$ cat config.mk
export PLATFORM = sky130hd
export DESIGN_NAME = electronic_voting_machine
export DESIGN_NICKNAME = d
export VERILOG_FILES = /design/src/rtl/evm_pkg.sv /design/src/rtl/evm_percent.sv /design/src/rtl/electronic_voting_machine.sv
export SDC_FILE = /design/constraint.sdc
export NUM_CORES = 1
export LEC_CHECK = 0
export CORE_MARGIN = 5
export CORE_UTILIZATION = 50
export DETAILED_ROUTE_END_ITERATION = 8
export PLACE_DENSITY = 0.76
export SYNTH_ARGS = -nofsm -noshare
export SYNTH_HDL_FRONTEND = slang
export SYNTH_SLANG_ARGS = --single-unit
$ cat constraint.sdc
create_clock -name clk -period 18.07 [get_ports clk]
set_input_delay 2.7105 -clock clk [delete_from_list [all_inputs] [get_ports clk]]
set_output_delay 2.7105 -clock clk [all_outputs]
set_load 0.05 [all_outputs]
$ cat src/rtl/evm_pkg.sv
// evm_pkg: shared constants and types for the electronic voting machine.
//   - party index constants (P1, P2, P3) and party count
//   - count widths for the per-party/per-gender tallies and the total
//   - leader encoding used when EVM_LEADER_EN is defined
package evm_pkg;

    localparam int unsigned NUM_PARTIES = 3;

    localparam int unsigned P1 = 0;
    localparam int unsigned P2 = 1;
    localparam int unsigned P3 = 2;

    localparam int unsigned TALLY_W = 8;
    localparam int unsigned TOTAL_W = 7;

    typedef enum logic [1:0] {
        LeaderNone = 2'd0,
        LeaderP1   = 2'd1,
        LeaderP2   = 2'd2,
        LeaderP3   = 2'd3
    } leader_e;

endpackage

$ cat src/rtl/evm_percent.sv
// evm_percent: combinational turnout percentage, floor(dout * 100 / NUM_VOTERS).
// Ports:
//   dout              in   total accepted votes
//   voting_percentage out  0..100, truncated (no rounding)
module evm_percent
    import evm_pkg::*;
#(
    parameter int unsigned NUM_VOTERS = 127
) (
    input  logic [TOTAL_W-1:0] dout,
    output logic [TALLY_W-1:0] voting_percentage
);

    // 127 * 100 = 12700 fits in 14 bits.
    localparam int unsigned PROD_W = 14;

    logic [PROD_W-1:0] scaled;

    assign scaled            = PROD_W'(dout) * PROD_W'(100);
    assign voting_percentage = TALLY_W'(scaled / PROD_W'(NUM_VOTERS));

endmodule

$ cat src/rtl/electronic_voting_machine.sv
// electronic_voting_machine: three-party voting core with per-party and per-gender
// tallies, total count, turnout percentage and per-party confirmation LEDs.
// At most one vote is accepted per assertion of voting_en.
// Ports:
//   clk, rst                   clock, asynchronous active-high reset
//   voter_switch[2:0]          one-hot ballot (bit0 party1 .. bit2 party3)
//   voting_en                  booth open for one voter
//   gender_in_male/female      voter gender, exactly one must be high
//   opled1..3                  vote-accepted LEDs, held until voting_en drops
//   invalid                    registered malformed/rejected-ballot flag
//   dout                       total accepted votes (capped at NUM_VOTERS)
//   party1..3                  per-party tallies
//   gender_out_male/female     per-gender tallies
//   voting_percentage          floor(dout*100/NUM_VOTERS)
//   one_twenty_seven           constant NUM_VOTERS
//   leader                     (only with EVM_LEADER_EN) party with strictly highest tally
module electronic_voting_machine
    import evm_pkg::*;
#(
    parameter int unsigned NUM_VOTERS = 127
) (
    input  logic               clk,
    input  logic               rst,
    input  logic [2:0]         voter_switch,
    input  logic               voting_en,
    input  logic               gender_in_male,
    input  logic               gender_in_female,
    output logic               opled1,
    output logic               opled2,
    output logic               opled3,
    output logic               invalid,
    output logic [TOTAL_W-1:0] dout,
    output logic [TALLY_W-1:0] party1,
    output logic [TALLY_W-1:0] party2,
    output logic [TALLY_W-1:0] party3,
    output logic [TALLY_W-1:0] gender_out_male,
    output logic [TALLY_W-1:0] gender_out_female,
    output logic [TALLY_W-1:0] voting_percentage,
`ifdef EVM_LEADER_EN
    output logic [1:0]         leader,
`endif
    output logic [TOTAL_W-1:0] one_twenty_seven
);

    logic [NUM_PARTIES-1:0][TALLY_W-1:0] tally_q, tally_d;
    logic [TALLY_W-1:0]                  male_q, male_d;
    logic [TALLY_W-1:0]                  female_q, female_d;
    logic [TOTAL_W-1:0]                  dout_q, dout_d;
    logic [NUM_PARTIES-1:0]              led_q, led_d;
    logic                                voted_q, voted_d;
    logic                                invalid_q, invalid_d;

    logic one_hot;
    logic gender_ok;
    logic full;
    logic ballot_ok;

    assign one_hot   = (voter_switch == 3'b001) || (voter_switch == 3'b010) ||
                       (voter_switch == 3'b100);
    assign gender_ok = gender_in_male ^ gender_in_female;
    assign full      = (dout_q >= TOTAL_W'(NUM_VOTERS));
    // voted is deliberately not part of this: a repeat press is ignored silently.
    assign ballot_ok = one_hot & gender_ok & ~full;

    always_comb begin
        tally_d   = tally_q;
        male_d    = male_q;
        female_d  = female_q;
        dout_d    = dout_q;
        led_d     = led_q;
        voted_d   = voted_q;
        invalid_d = voting_en & ~ballot_ok;

        if (!voting_en) begin
            voted_d = 1'b0;
            led_d   = '0;
        end else if (ballot_ok && !voted_q) begin
            // voter_switch is one-hot here, so exactly one party increments.
            for (int i = 0; i < NUM_PARTIES; i++) begin
                if (voter_switch[i]) begin
                    tally_d[i] = tally_q[i] + TALLY_W'(1);
                    led_d[i]   = 1'b1;
                end
            end
            if (gender_in_male) begin
                male_d = male_q + TALLY_W'(1);
            end else begin
                female_d = female_q + TALLY_W'(1);
            end
            dout_d  = dout_q + TOTAL_W'(1);
            voted_d = 1'b1;
        end
    end

    always_ff @(posedge clk or posedge rst) begin
        if (rst) begin
            tally_q   <= '0;
            male_q    <= '0;
            female_q  <= '0;
            dout_q    <= '0;
            led_q     <= '0;
            voted_q   <= 1'b0;
            invalid_q <= 1'b0;
        end else begin
            tally_q   <= tally_d;
            male_q    <= male_d;
            female_q  <= female_d;
            dout_q    <= dout_d;
            led_q     <= led_d;
            voted_q   <= voted_d;
            invalid_q <= invalid_d;
        end
    end

    assign opled1            = led_q[P1];
    assign opled2            = led_q[P2];
    assign opled3            = led_q[P3];
    assign invalid           = invalid_q;
    assign dout              = dout_q;
    assign party1            = tally_q[P1];
    assign party2            = tally_q[P2];
    assign party3            = tally_q[P3];
    assign gender_out_male   = male_q;
    assign gender_out_female = female_q;
    assign one_twenty_seven  = TOTAL_W'(NUM_VOTERS);

    evm_percent #(
        .NUM_VOTERS(NUM_VOTERS)
    ) u_percent (
        .dout             (dout_q),
        .voting_percentage(voting_percentage)
    );

`ifdef EVM_LEADER_EN
    leader_e leader_w;

    // Ties (including all-zero) report no leader.
    always_comb begin
        leader_w = LeaderNone;
        if (tally_q[P1] > tally_q[P2] && tally_q[P1] > tally_q[P3]) begin
            leader_w = LeaderP1;
        end else if (tally_q[P2] > tally_q[P1] && tally_q[P2] > tally_q[P3]) begin
            leader_w = LeaderP2;
        end else if (tally_q[P3] > tally_q[P1] && tally_q[P3] > tally_q[P2]) begin
            leader_w = LeaderP3;
        end
    end

    assign leader = leader_w;
`endif

endmodule

=== Yosys cells after proc, flatten, opt, wreduce, memory -nomap -nowiden ===
Cells that the tools add are included.

* Add/sub/neg operators: 6
* Multipliers: 1
* Divide/modulo/power cells: 1
* Magnitude comparators: 1
* Equality and inequality tests: 7
* Shift operators: 0
* Multiplexer cells: 7
* Bitwise logic cells: 7
* Reductions and logical operators: 13

{| class="wikitable"
|+ Operator list
! cell !! number
|-
| adder 8 x 1 -> 8 bit, second input constant || 5
|-
| AND reduction 3 bit || 5
|-
| divider 14 x 7 -> 14 bit, second input constant || 1
|-
| multiplier 7 x 5 -> 12 bit, second input constant || 1
|-
| AND reduction 2 bit || 4
|-
| adder 7 x 1 -> 7 bit, second input constant || 1
|-
| greater-or-equal comparator 7 bit, second input constant || 1
|-
| two-way mux 3 bit || 2
|-
| inequality test 2 bit, second input constant || 3
|-
| two-way mux 1 bit || 5
|-
| bitwise AND 1 bit || 3
|-
| == test 3 x 1 -> 1 bit, second input constant || 1
|-
| == test 3 x 2 -> 1 bit, second input constant || 1
|-
| == test 3 bit, second input constant || 1
|-
| inverter 1 bit || 3
|-
| logical OR 1 bit || 2
|-
| inequality test 2 x 1 -> 1 bit, second input constant || 1
|-
| logical AND 1 bit || 1
|-
| zero test 1 bit || 1
|-
| bitwise XOR 1 bit || 1
|}

* Register bits after elaboration: 52
* Latch bits: 0
* Bits in writable memories: 0
* Memory bits (read-only): 0
* Input port bits: 8
* Output and inout port bits: 66
* Memories kept: 0

=== Logic depth before layout (Yosys ltp) ===
Gate-level depths: netlist (run 1).

* Word-level depth: 8
* Gate-level depth with buffers: 29
* Gate-level depth less buffers: 27

=== By module ===
A second synthesis (run 1) with hierarchy kept.

* Cell total of the unflattened synthesis: 492
* Area total of the unflattened synthesis: 4,648.2 um^2

{| class="wikitable"
|+ Modules (own cells, without submodules)
! module !! times used !! cells each !! area an instance (um^2)
|-
| electronic_voting_machine || 1 || 219 || 2,531.2
|-
| evm_percent || 1 || 273 || 2,117.0
|}

=== Worst setup path after synthesis (run 1) ===
No wires, ideal clock.

* Path type: reg-to-output
* Start: register dout_q[2] (netlist: dout[2])
* End: output voting_percentage[0]
* Data arrival time: 7.027 ns
* Data required time: 15.359 ns
* Slack: 8.333 ns
* Stages on the path, launching flop included: 26
* Buffers on the path: 0
* Path through: dfrtp_1 -> inv_1 -> ha_1 -> ha_1 -> fa_1 -> ha_1 -> or2_1 -> and3_1 -> nor3_1 -> and3_1 -> nand2_1 -> inv_2 -> mux2i_1 -> nand2_1 -> o21ai_0 -> a32o_1 -> a211o_1 -> a221oi_1 -> o221ai_1 -> a21oi_2 -> nor2b_1 -> nor2_1 -> ha_1 -> or3_1 -> o2111ai_1 -> a211o_1

* Word-level cells in the longest chain between the ends: 2

{| class="wikitable"
|+ Ends and longest elaborated chain
! what !! line !! RTL
|-
| start, declared || electronic_voting_machine.sv:48 || <nowiki>logic [TOTAL_W-1:0] dout_q, dout_d;</nowiki>
|-
| start signal, assigned || electronic_voting_machine.sv:108 || <nowiki>dout_q <= dout_d;</nowiki>
|-
| multiplier 7 x 5 -> 12 bit || evm_percent.sv:19 || <nowiki>assign scaled = PROD_W'(dout) * PROD_W'(100);</nowiki>
|-
| divider 14 x 7 -> 14 bit || evm_percent.sv:20 || <nowiki>assign voting_percentage = TALLY_W'(scaled / PROD_W'(NUM_VOTERS));</nowiki>
|-
| end, declared || electronic_voting_machine.sv:38 || <nowiki>output logic [TALLY_W-1:0] voting_percentage,</nowiki>
|}

Every way passes these cells.

=== Final worst setup path (run 1) ===
Same ends and word-level chain as after synthesis.

==> results of run 1 <==
==> cell usage after synthesis, types with 6 or more instances <==
library cell / number
dfrtp_1: 52
nand2_1: 38
xnor2_1: 38
ha_1: 36
nor2_1: 21
inv_1: 20
nand3_1: 20
o21ai_0: 17
and3_1: 15
a21oi_1: 14
nand4_1: 14
xor2_1: 13
o211ai_1: 8
a21o_1: 7
buf_4: 7
nor3_1: 7
mux2_2: 6
nor2b_1: 6
==> per-layer routing <==
metal	part of all wire, %	vias up	track usage, %
met4	2.0	0	6.18
met1	44	1841	27.2
met2	48	139	34.9
li1	-	1826	-
met3	6.4	20	3.86
met5	0	-	0
==> stage by stage <==
step / util [%] / cell area [µm²] / hold WS [ns]
finish: 62.1 / 5150 / 0.475
global route: 62.1 / 5150 / 0.495
CTS: 62.1 / 5150 / 0.479
detailed placement: 60.4 / 5010 / 0.466
global placement: 60.4 / 5010 / 0.459
floorplan: - / 4320 / 0.457
==> kinds of logic after synthesis <==
group           synth area share [%]
mux                             2.50
flops                           30.3
compound gates                  19.3
other cells                   0.0872
xor+xnor                        11.1
simple gates                    21.2
fa+ha+maj                       11.4
buf+inv                         4.16
==> final timing paths <==
path / end / slack (ns) / cells past startpoint
hold reg to reg: party2[7]$_DFFE_PP0P_ / 0.48 / 1
max in group asynchronous: dout[1]$_DFFE_PP0P_ / 14.44 / 2
min in group asynchronous: party1[6]$_DFFE_PP0P_ / 2.97 / 2
setup reg to reg: gender_out_female[7]$_DFFE_PP0P_ / 14.95 / 9
hold / removal: party2[7]$_DFFE_PP0P_ / 0.48 / 1
setup / recovery: voting_percentage[0] / 7.16 / 24
==> cell type report <==
cell class	count	share of cell area, %
Multi-Input combinational cell	382	55.2
Timing Repair Buffer	66	12.8
Clock inverter	3	1.34
Tap cell	105	2.55
Clock buffer	5	1.34
Sequential cell	52	25.3
Inverter	21	1.53
==> state kept, by name, summed over array words and instances (netlist names) <==
signal and cells:
party3 8, invalid 1, gender_out_female 8, dout 7, led_q 3, voted_q 1, party1 8, gender_out_male 8
party2 8
==> placed cells by master (no fill, tap or decap), types with 7 or more instances in the layout <==
cell type / count
dfrtp_1: 52
a21o_1: 7
clkdlybuf4s50_1: 66
nand2_1: 38
ha_1: 36
nand4_1: 14
nor3_1: 7
conb_1: 7
inv_1: 19
o211ai_1: 8
nand3_1: 20
xnor2_1: 38
o21ai_0: 17
and3_1: 15
nor2_1: 21
xor2_1: 13
a21oi_1: 14
==> impl_metrics.tcl, run 1 <==
set metrics [dict create \
    avgRoutedWirePerCell_um 16.9 \
    yosys_warnings 0 \
    numPortBuffers 66 \
    grt_first_pass_wirelength_um 17900 \
    worstMarginPinSlew_ns 1.06 \
    synth.distinct_cells 79 \
    grt-ovfl-total 0 \
    synth_edf_count 0 \
    crit_path_top_delay_cell "clkdlybuf4s50_1" \
    die_x_um 103 \
    vias 3826 \
    ys_seq_area_share_pct 30.3 \
    vias_per_cell 6.03 \
    num_rows 33 \
    maxSlewViolCount 0 \
    syn_inst 464 \
    synth_seq_cells 52 \
    rsz0062_at_grt "false" \
    hold_buffers 0 \
    root_buffer "clkbuf_8" \
    path_clk_slew_ns 0.09 \
    r2r-start "dout[0]$_DFFE_PP0P_" \
    cts_buffer_depth 2 \
    drt-total-wl_um 10700 \
    worstHoldStart "party2[7]$_DFFE_PP0P_" \
    timing.final.crit_share_pct 60.4 \
    critPathTopFamily "simple AND/OR/NAND/NOR gates" \
    drt_iter0_markers 198 \
    area_growth_pct 19.8 \
    avgSynthCellArea_um2 9.27 \
    post-place-ws_ns 7.65 \
    worstPathArrival_ns 8.20 \
    setup_violations 0 \
    dieArea_um2 10600 \
    critPathMaxStageDelay_ns 0.79 \
    hold_viol_final 0 \
    grt_pass1_vias 3785 \
    synth_top_cell_area_share_pct 30.3 \
    worstPathRequired_ns 15.36 \
    core_area_um2 8300 \
    fin_crit_ns 10.91 \
    synthArstFlopShare_pct 100 \
    crit_top_cell "ha_1" \
    dr.pass1.iters 5 \
    post-route-drc-count 0 \
    finClkSkew_ns 0.0112 \
    final_cells 634 \
    cts_tree "built" \
    cp-end-kind "primary output" \
    cts.sink_count 52 \
    grt_max_degree 53 \
    hpwl_um 8360 \
    min_path_type "reg2reg" \
    drive_gt1_share_pct 7.94 \
    cp_max_fo 11 \
    criticalPathCategory "reg2out" \
    post_cts_resized 0 \
    insertedDiodeCount 0 \
    nFillCells 701 \
    drv_cap 0 \
    status "finished, final reports clean" \
    start_util_pct 51.8 \
    seq_area_um2 1300 \
    nets 574 \
    ys.flop_type "dfrtp_1" \
    clkLatencyLatePin_ns 0.31 \
    syn_area_um2 4300 \
    cts_max_level 2 \
    timing.setup.tns_ns 0 \
    antenna_found_initial 0 \
    fin_ws_ns 7.16 \
    path_cells "inv_1 > ha_1 > ha_1 > fa_1 > ha_1 > o211ai_1 > o211a_1 > o211a_1 > and3_1 > nand4b_2 > xnor2_1 > o311ai_0 > nand2_1 > or3b_2 > nor4_1 > o21ai_0 > a21o_1 > nor3b_2 > nor2_1 > ha_1 > or3_1 > o2111ai_1 > a211o_1 > clkdlybuf4s50_1" \
    start_kind "register" \
    gp_congestion 0.912 \
    io_pins 74 \
    crit_start "dout[2]$_DFFE_PP0P_" \
    post_cts_buffers 0 \
    dp_cells 626 \
    yosys.area.top_type "dfrtp_1" \
    cp_num_buf_inv 2 \
    grt_usage_pct 20.7 \
    multiInputGateArea_um2 2840 \
    max-slew-margin-rel_pct 28.9 \
    postRouteAntennaNets 0 \
    cts_buffers 5 \
    die-height_um 103 \
    synth_area_leaders "dfrtp_1 30%, ha_1 10%, xnor2_1 7.7%, nand2_1 3.3%, xor2_1 2.6%" \
    max_freq_mhz 91.6 \
]
Power of run 1 is left out: the tool's default activity adds up to more than one toggle a clock period on the data nets, which glitch-free logic cannot reach.
==> inputs of run 2 (changes only) <==
--- a/config.mk
+++ b/config.mk
@@ -6,9 +6,9 @@
 export NUM_CORES = 1
 export LEC_CHECK = 0
 export CORE_MARGIN = 5
-export CORE_UTILIZATION = 50
+export CORE_UTILIZATION = 49
 export DETAILED_ROUTE_END_ITERATION = 8
-export PLACE_DENSITY = 0.76
+export PLACE_DENSITY = 0.78
 export SYNTH_ARGS = -nofsm -noshare
 export SYNTH_HDL_FRONTEND = slang
 export SYNTH_SLANG_ARGS = --single-unit
==> constraint.sdc (replaced) <==
create_clock -name clk -period 9.05 [get_ports clk]
set_input_delay 1.3575 -clock clk [delete_from_list [all_inputs] [get_ports clk]]
set_output_delay 1.3575 -clock clk [all_outputs]
set_load 0.05 [all_outputs]
==> impl_metrics.tcl, run 2 (synthesized netlist as in run 1, its figures left out) <==
set metrics [dict create \
    critPathMaxStageDelay_ns 0.57 \
    hold_depth 1 \
    drt_iter0_markers 186 \
    grt_usage_pct 19.3 \
    worstPathRequired_ns 7.69 \
    r2r_setup_slack_ns 5.96 \
    path_clk_slew_ns 0.09 \
    nFillCells 724 \
    drv_cap 0 \
    antenna_found_initial 0 \
    critPathTopFamily "compound AO/OA/AOI/OAI gates" \
    worstHoldEndpoint "party2[7]$_DFFE_PP0P_" \
    cp_max_fo 9 \
    crit_top_cell "ha_1" \
    hpwl_um 8340 \
    vias_per_cell 5.97 \
    rsz0062_at_grt "false" \
    dieArea_um2 10700 \
    die_x_um 104 \
    cts_max_level 2 \
    max_freq_mhz 116 \
    core_area_um2 8640 \
    root_buffer "clkbuf_8" \
    max-slew-margin-rel_pct 30.7 \
    crit_path_top_delay_cell "or4b_1" \
    hold_viol_final 0 \
    cts.sink_count 52 \
    fin_ws_ns 0.414 \
    maxSlewViolCount 0 \
    avgRoutedWirePerCell_um 16.7 \
    clkLatencyLatePin_ns 0.29 \
    status "finished, final reports clean" \
    cp-end-kind "primary output" \
    final_cell_mix "65 x clkdlybuf4s50_1, 49 x dfrtp_1, 38 x nand2_1" \
    gp_congestion 0.889 \
    worstRegToRegCells 9 \
    cts_tree "built" \
    cts_buffers 5 \
    layout_commonest_cell "clkdlybuf4s50_1" \
    drive_gt1_share_pct 10.5 \
    setup_violations 0 \
    vias 3816 \
    timing.final.crit_share_pct 95.4 \
    area_growth_pct 20.3 \
    post-route-drc-count 0 \
    insertedDiodeCount 0 \
    cts_buffer_depth 2 \
    postRouteAntennaNets 0 \
    r2r-start "dout[0]$_DFFE_PP0P_" \
    grt-ovfl-total 0 \
    worstHoldStart "party2[7]$_DFFE_PP0P_" \
    min_path_type "reg2reg" \
    dr.pass1.iters 4 \
    num_rows 34 \
    start_kind "register" \
    timing.rr.end "gender_out_female[7]$_DFFE_PP0P_" \
    finClkSkew_ns 0.00594 \
    die-height_um 104 \
    grt_pass1_vias 3712 \
    criticalPathCategory "reg2out" \
    numPortBuffers 66 \
    worstMarginPinSlew_ns 1.04 \
    post-place-ws_ns 0.517 \
    worstPathArrival_ns 7.28 \
    nets 576 \
    drt-total-wl_um 10700 \
    io_pins 74 \
    grt_max_degree 53 \
    fin_crit_ns 8.64 \
    grt_first_pass_wirelength_um 18100 \
    hold_buffers 0 \
    cp_num_buf_inv 3 \
    timing.setup.tns_ns 0 \
    start_util_pct 49.8 \
]
[run 2: cell count changes in the layout (fill, tap and decap cells not counted), sizes merged]
| cell | change |
|---|---|
| buf | +3 |
| bufinv | -1 |
| clkbuf | +1 |
| clkdlybuf4s50 | -1 |
[run 2: per-layer routing]
layer	routed length, µm	GRT usage (%)	share of wire [%]	vias up
met2	5360	34.1	50	127
met4	123	3.70	1.2	0
met1	4680	25.2	44	1840
met5	0	0	0	-
met3	527	2.61	4.9	15
li1	-	-	-	1834
[run 2: worst max path at each step]
stage                                    from              endpoint  slack, ns  cells after the start
after floorplan           dout[2]$_DFFE_PP0P_  voting_percentage[0]       0.67                     25
after global placement    dout[2]$_DFFE_PP0P_  voting_percentage[0]       0.58                     24
after detailed placement  dout[2]$_DFFE_PP0P_  voting_percentage[0]       0.52                     25
after CTS                 dout[2]$_DFFE_PP0P_  voting_percentage[0]       0.18                     25
after global routing      dout[1]$_DFFE_PP0P_  voting_percentage[0]       0.02                     26
final                     dout[2]$_DFFE_PP0P_  voting_percentage[0]       0.41                     26
[run 2: final cells by class]
class | count | area (µm²) | area share [%]
well taps | 108 | 135 | 2.61
multi-input cells | 382 | 2870 | 55.5
clock inverters | 2 | 38.8 | 0.750
repair buffers | 68 | 673 | 13.0
inverters | 21 | 78.8 | 1.52
clock buffers | 6 | 72.6 | 1.40
flip-flops and latches | 52 | 1310 | 25.2
[run 2: per-stage QoR]
step / hold slack (ns) / cells / instance area, µm² / util, %
floorplan: 0.457 / 470 / 4320 / -
global placement: 0.463 / 629 / 5020 / 58.1
detailed placement: 0.468 / 629 / 5020 / 58.1
CTS: 0.484 / 637 / 5130 / 59.4
global route: 0.512 / 639 / 5170 / 59.9
finish: 0.480 / 639 / 5170 / 59.9
[run 2: timing repair]
action / 4_1_cts / 5_1_grt
setup buffers: 0 / 2
gates resized for setup: 0 / 13
endpoints found under the setup margin: 0 / 3
Power of run 2 is left out for the same reason.
